$ cat src/rtl/programacion_pkg.sv
// Shared definitions for the programming-mode controller.
//   - Mode codes as delivered by the Switches stage.
//   - Controller state encoding.
//   - Per-mode, per-field BCD limit tables, indexed [mode][field].
package programacion_pkg;

  localparam logic [1:0] MODO_NORMAL = 2'b00;
  localparam logic [1:0] MODO_HORA   = 2'b01;
  localparam logic [1:0] MODO_FECHA  = 2'b10;
  localparam logic [1:0] MODO_TIMER  = 2'b11;

  typedef enum logic [1:0] {
    IDLE  = 2'b00,
    EDIT  = 2'b01,
    WRITE = 2'b10
  } state_t;

  // Leftmost entry is mode 3 (timer), rightmost is mode 0 (normal).
  // Inside each mode: '{field2, field1, field0}.
  // Normal mode is never captured, so its limits are only placeholders.
  localparam logic [3:0][2:0][7:0] FIELD_MIN = '{
    '{8'h00, 8'h00, 8'h00},   // timer: hh mm ss
    '{8'h00, 8'h01, 8'h01},   // date:  yy mm dd
    '{8'h00, 8'h00, 8'h00},   // time:  hh mm ss
    '{8'h00, 8'h00, 8'h00}    // normal
  };

  localparam logic [3:0][2:0][7:0] FIELD_MAX = '{
    '{8'h23, 8'h59, 8'h59},
    '{8'h99, 8'h12, 8'h31},
    '{8'h23, 8'h59, 8'h59},
    '{8'h00, 8'h00, 8'h00}
  };

endpackage

$ cat src/rtl/bcd_field_step.sv
// Combinational BCD step for one editable field.
// Ports:
//   val        current field value (BCD)
//   fmin/fmax  inclusive limits for this field in the active mode
//   up/down    step request; both or neither leave the value as is
//   nxt        next value: wraps max->min / min->max, and any value that is
//              not valid BCD or lies outside [fmin, fmax] becomes fmin
module bcd_field_step (
  input  logic [7:0] val,
  input  logic [7:0] fmin,
  input  logic [7:0] fmax,
  input  logic       up,
  input  logic       down,
  output logic [7:0] nxt
);

  logic [3:0] hi;
  logic [3:0] lo;
  logic       valid;

  assign hi = val[7:4];
  assign lo = val[3:0];

  always_comb begin
    valid = (hi <= 4'd9) && (lo <= 4'd9) && (val >= fmin) && (val <= fmax);
    nxt   = val;
    if (!valid) begin
      nxt = fmin;
    end else if (up && !down) begin
      if (val == fmax)       nxt = fmin;
      else if (lo == 4'd9)   nxt = {hi + 4'd1, 4'd0};
      else                   nxt = {hi, lo + 4'd1};
    end else if (down && !up) begin
      if (val == fmin)       nxt = fmax;
      else if (lo == 4'd0)   nxt = {hi - 4'd1, 4'd9};
      else                   nxt = {hi, lo - 4'd1};
    end
  end

endmodule

$ cat src/rtl/programacion_ctrl.sv
// Programming-mode controller: captures RTC values when a programming mode
// is selected, lets the user edit three BCD fields, and commits them to the
// RTC bus controller with a req/ack handshake when the mode is left.
// Ports:
//   clk, reset                  clock, asynchronous active-low reset
//   programacion                mode code (00 normal, 01 time, 10 date, 11 timer)
//   btn_up/down/left/right      single-cycle debounced button pulses
//   cur_f0..cur_f2              current RTC values for the requested mode
//   wr_ack                      write acknowledge from the RTC bus controller
//   campo0..campo2              fields being edited (to display)
//   cursor                      selected field 0..2
//   editando                    high while editing
//   wr_req, wr_sel, wr_data     write request, mode written, {campo2,campo1,campo0}
//   wr_err                      one-cycle pulse when the ack never arrives
module programacion_ctrl
  import programacion_pkg::*;
#(
  parameter int ACK_TIMEOUT = 1024,
  parameter int CNT_W       = 10
) (
  input  logic        clk,
  input  logic        reset,
  input  logic [1:0]  programacion,
  input  logic        btn_up,
  input  logic        btn_down,
  input  logic        btn_left,
  input  logic        btn_right,
  input  logic [7:0]  cur_f0,
  input  logic [7:0]  cur_f1,
  input  logic [7:0]  cur_f2,
  input  logic        wr_ack,
  output logic [7:0]  campo0,
  output logic [7:0]  campo1,
  output logic [7:0]  campo2,
  output logic [1:0]  cursor,
  output logic        editando,
  output logic        wr_req,
  output logic [1:0]  wr_sel,
  output logic [23:0] wr_data,
  output logic        wr_err
);

  state_t            state;
  logic [1:0]        mode_reg;
  logic              dirty;
  logic [CNT_W-1:0]  cnt;
  logic [2:0][7:0]   campo;
  logic [2:0][7:0]   cur;
  logic [2:0][7:0]   nxt;
  logic [1:0]        sel_mode;
  logic              leaving;
  logic              edit_ok;

  assign cur      = {cur_f2, cur_f1, cur_f0};
  // While idle the steppers act as a pure clamp on the captured values,
  // using the limits of the mode being entered.
  assign sel_mode = (state == IDLE) ? programacion : mode_reg;
  assign leaving  = (state == EDIT) && (programacion != mode_reg);
  assign edit_ok  = (state == EDIT) && !leaving;

  for (genvar i = 0; i < 3; i++) begin : g_field
    bcd_field_step u_step (
      .val  ((state == IDLE) ? cur[i] : campo[i]),
      .fmin (FIELD_MIN[sel_mode][i]),
      .fmax (FIELD_MAX[sel_mode][i]),
      .up   (edit_ok && btn_up   && (cursor == 2'(i))),
      .down (edit_ok && btn_down && (cursor == 2'(i))),
      .nxt  (nxt[i])
    );
  end

  assign campo0  = campo[0];
  assign campo1  = campo[1];
  assign campo2  = campo[2];
  assign wr_data = {campo[2], campo[1], campo[0]};
  assign wr_sel  = wr_req ? mode_reg : MODO_NORMAL;

  always_ff @(posedge clk or negedge reset) begin
    if (!reset) begin
      state    <= IDLE;
      campo    <= '0;
      cursor   <= 2'd0;
      mode_reg <= MODO_NORMAL;
      dirty    <= 1'b0;
      cnt      <= '0;
      editando <= 1'b0;
      wr_req   <= 1'b0;
      wr_err   <= 1'b0;
    end else begin
      wr_err <= 1'b0;
      case (state)
        IDLE: begin
          editando <= 1'b0;
          if (programacion != MODO_NORMAL) begin
            campo    <= nxt;
            mode_reg <= programacion;
            cursor   <= 2'd0;
            dirty    <= 1'b0;
            editando <= 1'b1;
            state    <= EDIT;
          end
        end
        EDIT: begin
          if (leaving) begin
            editando <= 1'b0;
            if (dirty) begin
              wr_req <= 1'b1;
              cnt    <= '0;
              state  <= WRITE;
            end else begin
              state  <= IDLE;
            end
          end else begin
            campo <= nxt;
            if (btn_up ^ btn_down) dirty <= 1'b1;
            if (btn_right && !btn_left)
              cursor <= (cursor == 2'd2) ? 2'd0 : cursor + 2'd1;
            else if (btn_left && !btn_right)
              cursor <= (cursor == 2'd0) ? 2'd2 : cursor - 2'd1;
          end
        end
        WRITE: begin
          if (wr_ack) begin
            wr_req <= 1'b0;
            cnt    <= '0;
            state  <= IDLE;
          end else if (cnt == CNT_W'(ACK_TIMEOUT - 1)) begin
            wr_req <= 1'b0;
            wr_err <= 1'b1;
            cnt    <= '0;
            state  <= IDLE;
          end else begin
            cnt <= cnt + CNT_W'(1);
          end
        end
        default: state <= IDLE;
      endcase
    end
  end

endmodule

$ cat config.mk
export PLATFORM = sky130hd
export DESIGN_NAME = programacion_ctrl
export DESIGN_NICKNAME = d
export VERILOG_FILES = /design/src/rtl/programacion_pkg.sv /design/src/rtl/bcd_field_step.sv /design/src/rtl/programacion_ctrl.sv
export SDC_FILE = /design/constraint.sdc
export NUM_CORES = 1
export LEC_CHECK = 0
export CAP_MARGIN = 20
export CORE_MARGIN = 3
export CORE_UTILIZATION = 49
export CTS_CLUSTER_DIAMETER = 40
export DETAILED_ROUTE_END_ITERATION = 6
export GPL_ROUTABILITY_DRIVEN = 0
export GPL_TIMING_DRIVEN = 0
export PLACE_DENSITY = 0.9
export SYNTH_ARGS = -nofsm -noshare
export SYNTH_HDL_FRONTEND = slang
export SYNTH_SLANG_ARGS = --single-unit
$ cat constraint.sdc
create_clock -name clk -period 3.6 [get_ports clk]
set_input_delay 0.36 -clock clk [delete_from_list [all_inputs] [get_ports clk]]
set_output_delay 0.36 -clock clk [all_outputs]
set_load 0.005 [all_outputs]
==> qor.csv <==
stage;metric;value;unit
outcome;run_status;finished, final reports clean;
global_routing;gr-usage-all-layers;27.95;%
sta;fmax;0.2822;GHz
power_and_ir_drop;p_switching;3179;uW
route;viasPerCell;6.697;
power_and_ir_drop;power_frac_clock;6.7;%
yosys;synth_area_per_cell;8.015;um^2
power_and_ir_drop;peakVddDrop;430.1;uV
yosys;ys_warn_count;0;
sta;finalSetupViolCount;0;
floorplanning;die_area;10880;um^2
route;antenna_left;0;
route;remaining_drc_errors;0;
global_routing;antenna_found_initial;0;
critical_path;cpPeakStageDelay;470;ps
placement;dp_slack;-645.4;ps
clock_network;h-tree-depth;2;
sta;worst_pin_slew;957.0;ps
floorplanning;rows;35;
yosys;synth.area.top_cells;dfrtp_1, ha_1, mux2i_1;
critical_path;cp_max_fo;10;
worst_hold_path;holdPathEnd;cnt[9];
yosys;async_reset_ff_share;100.0;%
yosys;ys_ff_latch;44;
floorplanning;start_util;50.78;%
global_routing;grt_max_degree;29;
critical_path;crit_arrival;3790;ps
yosys;synth-compound-area-share;27.52;%
finish;antennaDiodeCount;0;
yosys;syn_area;4737;um^2
route;drtIter0Drc;796;
route;wl_per_cell;19.54;um
finish;largest_reg_flops;10;
clock_network;cts_root_buf;clkbuf_8;
floorplanning;die_w;104.3;um
critical_path;reg2reg_from;state[1];
clock_network;cts_max_path_buffers;2;
floorplanning;core_area;9328;um^2
finish;regMostFlops;cnt;
worst_hold_path;min_path_cells;1;
placement;portBuffers;86;
yosys;yosys.area.top_type;dfrtp_1;
finish;fin_nets;762;
finish;stdcell_count;831;
critical_path;critical-path-top-delay-family;compound AO/OA/AOI/OAI gates;
power_and_ir_drop;powerDensity;985.5;nW/um^2
floorplanning;die_h;104.3;um
power_and_ir_drop;power.leakage;0.002548;uW
critical_path;crit_chain;nor2_4 > buf_12 > buf_8 > buf_6 > o21a_4 > inv_1 > ha_1 > nand4_1 > a311oi_2 > nor4b_4 > nand2_2 > mux2i_1 > a2111oi_2 > a221o_1;
critical_path;reg2reg_slack;60;ps
yosys;ys_seq_area_share;23.24;%
run;max_cap_viol_count;0;
route;first_pass_iters;6;
route;drt_wl_total;16230;um
critical_path;critPathLaunchType;flip-flop;
yosys;synth-edff-count;0;
finish;nFillCells;726;
worst_hold_path;min_from;cnt[9];
critical_path;cp_slowest_cell;dfrtp_2;
sta;slew_headroom;36.06;%
yosys;synthCells;591;
yosys;yosys.area.top_type_share;23.24;%
power_and_ir_drop;p_sw_share;51.99;%
route;num_vias;5565;
finish;final_cell_mix;clkdlybuf4s50_1, nand2_1, nor2_1;
yosys;synth_cell_type_count;81;
clock_network;clkLatencyLatePin;310;ps
power_and_ir_drop;p_int;2936;uW
worst_hold_path;hold_class;flip-flop to flip-flop;
yosys;yosys.area_share.adder;7.396;%
placement;hpwl;11270;um
critical_path;reg2reg_to;campo0[0];
power_and_ir_drop;combPwrFrac;79.2;%
power_and_ir_drop;p_seq_share;14.1;%
yosys;synthXorXnorAreaFrac;2.773;%
clock_network;numCtsBuffers;5;
yosys;synth_fp_nets;652;
finish;final_common_cell;clkdlybuf4s50_1;
sta;clock_skew;8.745;ps
sta;period_needed;3544;ps
finish;areaGrowthSynthToFinish;30.98;%
yosys;synth_ff_type;dfrtp_1;
finish;fin_area;6205;um^2
critical_path;reg2regPathDepth;14;
sta;fin_ws;55.80;ps
sta;slew_viol_final;0;
global_routing;grt_pass1_wl;25700;um
clock_network;clkSlewWorstSetupHoldPaths;100;ps
placement;dp_cells;807;
critical_path;crit_required;3850;ps
clock_network;cts_tree;yes;
critical_path;cp_num_buf_inv;4;
yosys;muxShareOfSynthArea;8.241;%
clock_network;clock-sinks;44;
yosys;synth_top_family_by_area;compound AO/OA/AOI/OAI gates;
placement;placed_area;5774;um^2
sta;hold_viol;0;
finish;final_layout_size_suffix_gt1_share;15.81;%
global_routing;gr-total-overflow;0;
floorplanning;ios;88;
sta;period_share;98.45;%
critical_path;setup.worst_path.class;flip-flop to flip-flop;
critical_path;crit_path_end_kind;flip-flop;
global_routing;first_global_vias;5219;
sta;fin_setup_tns;0;ps
yosys;synthSimpleGateAreaFrac;22.87;%
power groups by stage:
stage	clock network [uW]	logic (uW)	registers, uW
4_1_cts	416	4330	854
5_1_grt	433	5170	887
3_5_place_dp	0	4110	853
2_1_floorplan	0	2880	804
3_3_place_gp	0	3970	843
6_report	407	4850	862
kinds of logic after synthesis:
logic type               Yosys count
AND/OR/NAND/NOR                  209
AO/OA/AOI/OAI                    187
buffers and inverters             71
flip-flops                        44
multiplexers                      37
adder cells (fa/ha/maj)           28
XOR/XNOR                          15
worst max-delay path by stage:
| stage | slack, ps | endpoint | from | depth (start not counted) |
|---|---|---|---|---|
| global route | -10 | campo0[0] | state[1] | 14 |
| global placement | -600 | campo0[0] | state[0] | 14 |
| finish | 60 | campo0[0] | state[1] | 14 |
| CTS | 4 | campo0[0] | state[0] | 14 |
| floorplan | 200 | campo0[0] | state[0] | 14 |
| detailed placement | -650 | campo0[0] | state[0] | 14 |
metal layers:
metal | global-route usage [%] | share of wire, %
met1 | 36.31 | 37
met2 | 45.16 | 45
met3 | 5.773 | 12
met4 | 11.49 | 5.2
met5 | 0 | 0
cells in the mapped netlist, types with 8 or more instances:
library cell,n
mux2_2,12
o22ai_1,8
xnor2_1,10
buf_4,26
nor2_1,45
inv_1,24
a21oi_1,41
o21ai_0,41
mux2i_1,23
nor3_1,26
nand2_1,51
and3_1,9
ha_1,28
clkbuf_1,15
o31ai_1,11
dfrtp_1,44
and2_1,8
a22o_1,17
nand4_1,8
nand3_1,21
timing repair:
item,4_1_cts,5_1_grt
pin swaps,2,6
hold buffers,1,0
resized for setup,24,24
endpoints found under the hold margin,7,0
endpoints found under the setup margin,24,24
buffers inserted,2,13
layout make-up:
type	count	area, um^2	area share, %
multi-input cells	476	3393	54.69
clock buffers	5	68.82	1.109
plain buffers	46	334.1	5.384
flip-flops and latches	44	1104	17.79
well taps	129	161.4	2.601
inverters	25	97.59	1.573
clock inverters	3	47.55	0.7663
repair buffers	103	998.5	16.09
stage by stage:
stage	power, uW	utilization (%)	hold WS (ps)
after global placement	4810	61.74	471.8
after CTS	5599	64.52	489.1
final	6115	66.52	499.2
after floorplan	3680	-	64.41
after global routing	6488	66.52	542.7
after detailed placement	4966	61.90	324.0
(Power assumes the default switching activity.)
